===== config.mk =====
export PLATFORM = sky130hd
export DESIGN_NAME = control_param_bank
export DESIGN_NICKNAME = d
export VERILOG_FILES = /design/src/rtl/control_param_pkg.sv /design/src/rtl/control_param_stager.sv /design/src/rtl/control_param_bank.sv
export SDC_FILE = /design/constraint.sdc
export NUM_CORES = 1
export LEC_CHECK = 0
export CORE_ASPECT_RATIO = 0.8
export CORE_MARGIN = 2
export CORE_UTILIZATION = 47
export CTS_CLUSTER_SIZE = 10
export DETAILED_ROUTE_END_ITERATION = 10
export PLACE_DENSITY = 0.74
export SETUP_SLACK_MARGIN = 0.1
export SLEW_MARGIN = 20
export SYNTH_ARGS = -nofsm -noshare
export SYNTH_HDL_FRONTEND = slang
export SYNTH_SLANG_ARGS = --single-unit
export TNS_END_PERCENT = 5

===== constraint.sdc =====
create_clock -name clk -period 4.55 [get_ports clk]
set_clock_uncertainty 0.05 [all_clocks]
set_input_delay 0.6825 -clock clk [delete_from_list [all_inputs] [get_ports clk]]
set_output_delay 0.6825 -clock clk [all_outputs]
set_load 0.005 [all_outputs]

===== src/rtl/control_param_pkg.sv =====
// Shared command-word layout, op codes and FSM encodings for the
// control parameter bank.
package control_param_pkg;

  localparam int CMD_W       = 32;
  localparam int OP_LSB      = 28;
  localparam int OP_W        = 4;
  localparam int REG_LSB     = 20;
  localparam int REG_IDX_W   = 8;
  localparam int CHUNK_LSB   = 16;
  localparam int CHUNK_IDX_W = 4;
  localparam int PAY_LSB     = 0;
  localparam int PAY_W       = 16;

  localparam logic [OP_W-1:0] OP_WRITE = 4'd1;
  localparam logic [OP_W-1:0] OP_READ  = 4'd2;
  localparam logic [OP_W-1:0] OP_CLEAR = 4'd3;

  typedef enum logic [1:0] {
    ST_IDLE    = 2'd0,
    ST_DECODE  = 2'd1,
    ST_RESPOND = 2'd2
  } state_t;

  typedef enum logic [1:0] {
    RESP_ACK = 2'd0,
    RESP_NAK = 2'd1,
    RESP_ERR = 2'd2
  } resp_t;

  function automatic logic [OP_W-1:0] cmd_op(input logic [CMD_W-1:0] w);
    return w[OP_LSB +: OP_W];
  endfunction

  function automatic logic [REG_IDX_W-1:0] cmd_reg(input logic [CMD_W-1:0] w);
    return w[REG_LSB +: REG_IDX_W];
  endfunction

  function automatic logic [CHUNK_IDX_W-1:0] cmd_chunk(input logic [CMD_W-1:0] w);
    return w[CHUNK_LSB +: CHUNK_IDX_W];
  endfunction

  function automatic logic [PAY_W-1:0] cmd_payload(input logic [CMD_W-1:0] w);
    return w[PAY_LSB +: PAY_W];
  endfunction

endpackage


===== src/rtl/control_param_stager.sv =====
// Single staging buffer for a partially written register: chunk data,
// received-chunk mask, owning register index and the idle timeout.
module control_param_stager
  import control_param_pkg::*;
#(
  parameter int CHUNK_W     = 16,
  parameter int NCHUNK      = 3,
  parameter int TIMEOUT_CYC = 1024
) (
  input  logic                        clk,
  input  logic                        reset,
  input  logic                        flush,
  input  logic                        wr_en,
  input  logic                        wr_fresh,
  input  logic [REG_IDX_W-1:0]        wr_reg,
  input  logic [CHUNK_IDX_W-1:0]      wr_chunk,
  input  logic [CHUNK_W-1:0]          wr_payload,
  input  logic                        restart,
  output logic [NCHUNK*CHUNK_W-1:0]   stage_data,
  output logic [NCHUNK-1:0]           stage_mask,
  output logic [REG_IDX_W-1:0]        stage_reg,
  output logic                        busy,
  output logic                        timeout
);

  localparam int CNT_W = $clog2(TIMEOUT_CYC + 1);

  logic [CNT_W-1:0] cnt;
  logic             expire;

  assign busy   = |stage_mask;
  // A WRITE accepted on the expiry cycle restarts the count instead of expiring.
  assign expire = busy && !restart && (cnt == CNT_W'(TIMEOUT_CYC - 1));

  always_ff @(posedge clk or negedge reset) begin
    if (!reset) begin
      stage_data <= '0;
      stage_mask <= '0;
      stage_reg  <= '0;
      cnt        <= '0;
      timeout    <= 1'b0;
    end else begin
      timeout <= 1'b0;
      if (flush) begin
        stage_data <= '0;
        stage_mask <= '0;
        stage_reg  <= '0;
        cnt        <= '0;
      end else if (wr_en) begin
        if (wr_fresh) begin
          stage_data <= '0;
          stage_mask <= '0;
        end
        for (int k = 0; k < NCHUNK; k++) begin
          if (wr_chunk == CHUNK_IDX_W'(k)) begin
            stage_data[k*CHUNK_W +: CHUNK_W] <= wr_payload;
            stage_mask[k]                    <= 1'b1;
          end
        end
        stage_reg <= wr_reg;
        cnt       <= '0;
      end else if (expire) begin
        stage_data <= '0;
        stage_mask <= '0;
        stage_reg  <= '0;
        cnt        <= '0;
        timeout    <= 1'b1;
      end else if (restart) begin
        cnt <= '0;
      end else if (busy) begin
        cnt <= cnt + CNT_W'(1);
      end
    end
  end

endmodule


===== src/rtl/control_param_bank.sv =====
// Chunked control-parameter register bank: a command is accepted in IDLE,
// decoded, and answered by a single ack/nak/err pulse two cycles later.
module control_param_bank
  import control_param_pkg::*;
#(
  parameter int N_REGS      = 8,
  parameter int REG_W       = 48,
  parameter int CHUNK_W     = 16,
  parameter int TIMEOUT_CYC = 1024
) (
  input  logic                      clk,
  input  logic                      reset,
  input  logic [CMD_W-1:0]          received_data,
  input  logic                      received_control_param_valid,
  output logic                      cmd_ready,
  input  logic                      wipe_settings,
  output logic                      ack,
  output logic                      nak,
  output logic                      err,
  output logic                      timeout,
  output logic [N_REGS*REG_W-1:0]   regs_flat,
  output logic [N_REGS-1:0]         update_cmd,
  output logic [N_REGS-1:0]         written,
  output logic                      all_written,
  output logic [CHUNK_W-1:0]        rd_data,
  output logic                      rd_valid
);

  localparam int NCHUNK = (REG_W + CHUNK_W - 1) / CHUNK_W;
  localparam int PAD_W  = NCHUNK * CHUNK_W;
  localparam int IDX_W  = (N_REGS > 1) ? $clog2(N_REGS) : 1;

  state_t                   state, state_next;
  logic [CMD_W-1:0]         cmd_q;
  logic                     accept, in_decode;
  logic [REG_W-1:0]         regs [N_REGS];

  logic [OP_W-1:0]          op;
  logic [REG_IDX_W-1:0]     ridx;
  logic [CHUNK_IDX_W-1:0]   cidx;
  logic [PAY_W-1:0]         payload_full;
  logic [CHUNK_W-1:0]       payload;
  logic [IDX_W-1:0]         sel;
  logic                     idx_ok, switch_reg, complete;
  logic [NCHUNK-1:0]        stage_mask, mask_next;
  logic [PAD_W-1:0]         stage_data, merged, padded;
  logic [REG_IDX_W-1:0]     stage_reg;
  logic                     stage_busy;
  resp_t                    resp;
  logic                     do_write, do_read, do_clear, do_commit;
  logic [N_REGS-1:0]        sel_onehot;
  logic [CHUNK_W-1:0]       rd_next;
  logic                     flush, wr_en, restart;

  assign cmd_ready   = (state == ST_IDLE) && reset;
  assign accept      = received_control_param_valid && cmd_ready && !wipe_settings;
  assign in_decode   = (state == ST_DECODE) && !wipe_settings;
  assign all_written = &written;

  always_ff @(posedge clk or negedge reset) begin
    if (!reset) state <= ST_IDLE;
    else        state <= state_next;
  end

  always_comb begin
    state_next = state;
    case (state)
      ST_IDLE:    if (accept) state_next = ST_DECODE;
      ST_DECODE:  state_next = ST_RESPOND;
      ST_RESPOND: state_next = ST_IDLE;
      default:    state_next = ST_IDLE;
    endcase
    if (wipe_settings) state_next = ST_IDLE;
  end

  // Stage: accept -> decode
  always_ff @(posedge clk) begin
    if (accept) cmd_q <= received_data;
  end

  assign op           = cmd_op(cmd_q);
  assign ridx         = cmd_reg(cmd_q);
  assign cidx         = cmd_chunk(cmd_q);
  assign payload_full = cmd_payload(cmd_q);
  assign payload      = payload_full[CHUNK_W-1:0];
  assign sel          = ridx[IDX_W-1:0];
  assign idx_ok       = ({1'b0, ridx} < 9'(N_REGS)) && ({1'b0, cidx} < 5'(NCHUNK));

  always_comb begin
    resp       = RESP_NAK;
    do_write   = 1'b0;
    do_read    = 1'b0;
    do_clear   = 1'b0;
    switch_reg = stage_busy && (stage_reg != ridx);
    mask_next  = switch_reg ? '0 : stage_mask;
    merged     = switch_reg ? '0 : stage_data;
    for (int k = 0; k < NCHUNK; k++) begin
      if (cidx == CHUNK_IDX_W'(k)) begin
        mask_next[k]                 = 1'b1;
        merged[k*CHUNK_W +: CHUNK_W] = payload;
      end
    end
    complete = &mask_next;
    padded   = '0;
    padded[REG_W-1:0] = regs[sel];
    rd_next  = '0;
    for (int k = 0; k < NCHUNK; k++) begin
      if (cidx == CHUNK_IDX_W'(k)) rd_next = padded[k*CHUNK_W +: CHUNK_W];
    end
    sel_onehot = '0;
    for (int i = 0; i < N_REGS; i++) sel_onehot[i] = (sel == IDX_W'(i));
    if (idx_ok) begin
      case (op)
        OP_WRITE: begin
          do_write = 1'b1;
          resp     = switch_reg ? RESP_ERR : RESP_ACK;
        end
        OP_READ: begin
          do_read = 1'b1;
          resp    = RESP_ACK;
        end
        OP_CLEAR: begin
          do_clear = 1'b1;
          resp     = RESP_ACK;
        end
        default: resp = RESP_NAK;
      endcase
    end
  end

  assign do_commit = do_write && complete;
  assign flush     = wipe_settings || (in_decode && (do_clear || do_commit));
  assign wr_en     = in_decode && do_write && !complete;
  assign restart   = accept && (cmd_op(received_data) == OP_WRITE);

  control_param_stager #(
    .CHUNK_W     (CHUNK_W),
    .NCHUNK      (NCHUNK),
    .TIMEOUT_CYC (TIMEOUT_CYC)
  ) u_stager (
    .clk        (clk),
    .reset      (reset),
    .flush      (flush),
    .wr_en      (wr_en),
    .wr_fresh   (switch_reg),
    .wr_reg     (ridx),
    .wr_chunk   (cidx),
    .wr_payload (payload),
    .restart    (restart),
    .stage_data (stage_data),
    .stage_mask (stage_mask),
    .stage_reg  (stage_reg),
    .busy       (stage_busy),
    .timeout    (timeout)
  );

  // Stage: decode -> respond
  always_ff @(posedge clk or negedge reset) begin
    if (!reset) begin
      ack        <= 1'b0;
      nak        <= 1'b0;
      err        <= 1'b0;
      rd_valid   <= 1'b0;
      rd_data    <= '0;
      update_cmd <= '0;
      written    <= '0;
      for (int i = 0; i < N_REGS; i++) regs[i] <= '0;
    end else begin
      ack        <= 1'b0;
      nak        <= 1'b0;
      err        <= 1'b0;
      rd_valid   <= 1'b0;
      update_cmd <= '0;
      if (in_decode) begin
        ack <= (resp == RESP_ACK);
        nak <= (resp == RESP_NAK);
        err <= (resp == RESP_ERR);
      end
      if (wipe_settings || (in_decode && do_clear)) begin
        rd_data <= '0;
        written <= '0;
        for (int i = 0; i < N_REGS; i++) regs[i] <= '0;
      end else if (in_decode) begin
        if (do_commit) begin
          for (int i = 0; i < N_REGS; i++) begin
            if (sel_onehot[i]) regs[i] <= merged[REG_W-1:0];
          end
          update_cmd <= sel_onehot;
          written    <= written | sel_onehot;
        end
        if (do_read) begin
          rd_data  <= rd_next;
          rd_valid <= 1'b1;
        end
      end
    end
  end

  always_comb begin
    regs_flat = '0;
    for (int i = 0; i < N_REGS; i++) regs_flat[i*REG_W +: REG_W] = regs[i];
  end

endmodule


==> results <==
- The flow ran to the end, and the final reports show no timing, DRC or antenna violations.
- The biggest area consumer among synthesized cells is sky130_fd_sc_hd__dfrtp_1.
- Yosys printed 0 warnings.
- Among all flip-flop cells after synthesis, the most frequent one is sky130_fd_sc_hd__dfrtp_1.
- The pin slew with the least headroom to its limit is 1.11 ns.
- Detailed placement ended at an HPWL of 58800 microns.
- Counting instances in the post-synthesis netlist gives the leading cell types as sky130_fd_sc_hd__dfrtp_1, sky130_fd_sc_hd__nand3_1, sky130_fd_sc_hd__o21ai_0.
- STA classifies the critical path endpoint as a flip-flop.
- The unique cell type count in the Yosys netlist is 49.
- For this configuration, the core starts out at a cell density of 47.4%.
- The class of the most critical setup path is reg -> reg.
- The setup violation total in the final timing report is 0.
- The post-CTS setup buffer count is 0.
- The pre-antenna-repair detailed-routing pass consisted of 6 iterations.
- Compared with the post-synthesis result, the final layout area differs by 29.4%.
- The flip-flop count of the largest register, all copies and words added is 384.
- The tree is rooted in a sky130_fd_sc_hd__clkbuf_16.
- The final critical path time including I/O delays and setup is 3.71 ns.
- The maximum fanout count along the critical path is 11.
- The first global-routing pass estimated 128000 microns of wire.
- The number of nets handed over by synthesis was 1989.
- By area the synthesized netlist is led by sky130_fd_sc_hd__dfrtp_1, sky130_fd_sc_hd__mux4_2, sky130_fd_sc_hd__nand3_1, sky130_fd_sc_hd__o21ai_0, sky130_fd_sc_hd__edfxtp_1.
- The number of hold-slack violations in the final timing report is 0.
- Traced cell by cell, the critical path runs through nor4_1 -> nand4b_1 -> buf_4 -> nor3_1 -> nor2_1 -> a22oi_1 -> o21ai_0.
- Buffers placed on the I/O ports in this run total 458.
- The die width is 250 microns.
- The share of layout cells above drive strength 1 is 10.3%.
- The synthesized design contains 32 enable-type register cells.
- The initial antenna violation count is 4.
- The number of nets at the end of the flow is 2380.
- The ratio of final minimum period to clock period is 81.5%.
- After the first detailed-routing iteration, the DRC count stood at 2179.
- The final total negative setup slack is 0 ns.
- The buffer and inverter count on the worst path is 1.
- The most used standard cell by instance count after synthesis is sky130_fd_sc_hd__dfrtp_1.
- The net switching component of the power is 2.07 mW.
- The detail route stage leaves a number of antenna-violating nets equal to 0.
- The worst-case IR drop observed on VDD is 0.289 mV.
- In this run, the clock network consumes 45.4% of the power.
- The number of global-route vias before repair is 18.7k.
- The category of cells accounting for the largest share of critical-path delay is simple AND/OR/NAND/NOR gates.
- The cell row count is 72.
- The data arrival at the endpoint of the critical path is 4.09 ns.
- The worst setup path is launched from a flip-flop.
- The TritonCTS clock tree is done.
- After detailed routing, the average wire length per cell comes to 28.7 microns.
- The count of cells resized by post-cts repair is 0.
- The max-capacitance violation count is 0.
- Entering global routing, the biggest net connects 180 pins.
- The vias per cell is 6.41.
- For this run, design rule violations remaining after detail routing come to 0.
- The TritonCTS sink count is 525.
- The worst-skew pair later-pin latency is 0.61 ns.
- The delay of the slowest cell on the worst path is 0.83 ns.
- The I/O pin total is 459.
- The total routed wirelength is 85800 microns.
- The total global-route track usage is 34.3%.
- The switching share of power is 22.4%.
- Setup repair after global routing left no endpoint under its margin.
- The cell-internal power is 7.20 mW.
- The placeable core area is 48100 sq um.
- The required time reported for the critical path endpoint is 4.93 ns.
- The analysis attributes to cell leakage a power of 11.9 nW.
- The post-CTS clock slew at the launch and capture registers of the worst setup and hold paths is 0.06 ns.
- From bottom edge to top edge, the die measures 201 microns.
- Of all flip-flops after synthesis, the portion carrying an async set or reset was 93.9%.
- After synthesis the cells add up to 22800 sq um.
- Cells fill 61.4% of the core in the end.
- For this run, the register share of the synthesized area comes to 58.3%.
- The combinational share of power is 3.5%.
- The min-delay analysis places its worst path in the category reg -> reg.
- The clock tree synthesis step divided the H-tree into 2 levels.
- The congestion estimate from routability-driven global placement came to 0.887.
- The max-slew violation count was 0.
- The worst slew margin relative to its limit is 25.4%.
- The routed via count is 19.2k.
- Counting flops and latches in the post-synthesis netlist gives 525.
- The die area is 50300 sq um.
- The largest individual stage delay along the critical path comes from the cell sky130_fd_sc_hd__a22oi_1.
- A synthesized cell averages 11.7 sq um.
- Per report_power, the sequential group accounts for 51.1% of the total.
- The share of Yosys cell area claimed by the top area cell type is 54.1%.
- The power density over cell area is 314 nW/um^2.
- The post-synthesis instance total is 1952.
- The maximum frequency from static timing analysis is 270 MHz.
- Counting along the longest clock path gives a buffer depth of 3.
- Global routing finished with a remaining overflow of 0.
- In this run, CTS created clock tree buffers numbering 59.
worst paths after layout:
path                                    startpoint                 endpoint  slack, ns  cells past startpoint
max                                      cmd_q[27]           regs_flat[260]       0.84                      7
max in group asynchronous                    reset           regs_flat[289]       1.76                      4
min                        u_stager.stage_data[45]  u_stager.stage_data[45]       0.44                      2
max reg2reg                              cmd_q[27]           regs_flat[260]       0.84                      7
min reg2reg                u_stager.stage_data[45]  u_stager.stage_data[45]       0.44                      2
min in group asynchronous                    reset            regs_flat[41]       0.51                      2
worst min-delay path, delay by kind of cell (launching register included):
family	cells	cell delay (ns)
flops	1	0.35
compound gates	1	0.06
simple gates	1	0.05
per-layer routing:
metal	GRT usage [%]	up-vias	wire length, microns
li1	-	8076	-
met1	48.1	9783	33900
met2	51.8	1136	39000
met3	9.69	167	9820
met4	11.6	4	3110
met5	0	-	23
layout by cell type (no fill, tap or decap), types with 2 or more instances in the layout:
cell type                         Yosys  routed
sky130_fd_sc_hd__nand4_1             10      10
sky130_fd_sc_hd__buf_12               0       4
sky130_fd_sc_hd__nand2b_1             7       7
sky130_fd_sc_hd__o21bai_1             2       2
sky130_fd_sc_hd__xor2_1              11      11
sky130_fd_sc_hd__o31ai_2              2       2
sky130_fd_sc_hd__clkdlybuf4s50_1      0     457
sky130_fd_sc_hd__buf_4                0      45
sky130_fd_sc_hd__nor4_1               6       6
sky130_fd_sc_hd__o21ai_0            368     368
sky130_fd_sc_hd__o21ai_1             27      27
sky130_fd_sc_hd__nor2b_1             20      20
sky130_fd_sc_hd__o211ai_1            16      16
sky130_fd_sc_hd__nor3_2               4       5
sky130_fd_sc_hd__nand3_1            406     406
sky130_fd_sc_hd__and2_1               9       9
sky130_fd_sc_hd__nor2_1              33      31
sky130_fd_sc_hd__a22oi_1             49      49
sky130_fd_sc_hd__nand4b_1             6       6
sky130_fd_sc_hd__clkbuf_1           103      14
sky130_fd_sc_hd__or3_1                3       3
sky130_fd_sc_hd__mux2i_1             16      16
sky130_fd_sc_hd__edfxtp_1            32      32
sky130_fd_sc_hd__inv_1               10      10
sky130_fd_sc_hd__clkinv_2             0       3
sky130_fd_sc_hd__nor3b_1              2       2
sky130_fd_sc_hd__nor3_1               9       8
sky130_fd_sc_hd__a22o_1              48      48
sky130_fd_sc_hd__nand2_1             35      35
sky130_fd_sc_hd__a21oi_1             17      17
sky130_fd_sc_hd__dfrtp_1            493     493
sky130_fd_sc_hd__mux4_2             112     112
sky130_fd_sc_hd__clkbuf_16            0      61
cell type report:
type / count / area, sq um
diodes: 1 / 2.50
flip-flops and latches: 525 / 13300
well taps: 629 / 787
clock buffers: 76 / 1590
inverters: 10 / 37.5
multi-input cells: 1238 / 8780
fillers: 3810 / 18600
clock inverters: 3 / 15.0
repair buffers: 509 / 5030
logic make-up after synthesis:
kind of cell             count (synthesis)  share of synthesized area (%)
XOR/XNOR                                12                          0.461
AO/OA/AOI/OAI                          533                           13.3
adder cells (fa/ha/maj)                  1                         0.0548
AND/OR/NAND/NOR                        563                           12.8
buffers and inverters                  189                           3.33
flip-flops                             525                           58.3
multiplexers                           129                           11.8
power groups by stage:
stage	registers [mW]	logic (mW)	clock network, mW
3_5_place_dp	4.82	0.328	0
3_3_place_gp	4.82	0.322	0
5_1_grt	4.73	0.357	4.45
2_1_floorplan	4.81	0.136	0
4_1_cts	4.74	0.329	4.25
6_report	4.74	0.327	4.21
through the flow:
stage / cell area (sq um) / cells / total power, mW / hold slack, ns / setup slack [ns]
floorplan: 22800 / 1952 / 4.95 / 0.337 / 1.91
global placement: 27900 / 2910 / 5.14 / 0.414 / 0.703
detailed placement: 27900 / 2910 / 5.15 / 0.432 / 0.641
CTS: 29500 / 2990 / 9.31 / 0.448 / 0.955
global route: 29500 / 2990 / 9.54 / 0.464 / 0.694
finish: 29500 / 2991 / 9.27 / 0.443 / 0.843
what timing repair did:
action,in CTS,in global routing
hold endpoints to repair,46,0
endpoints found under the setup margin,0,0
hold buffers,1,0
(Power assumes the default switching activity.)
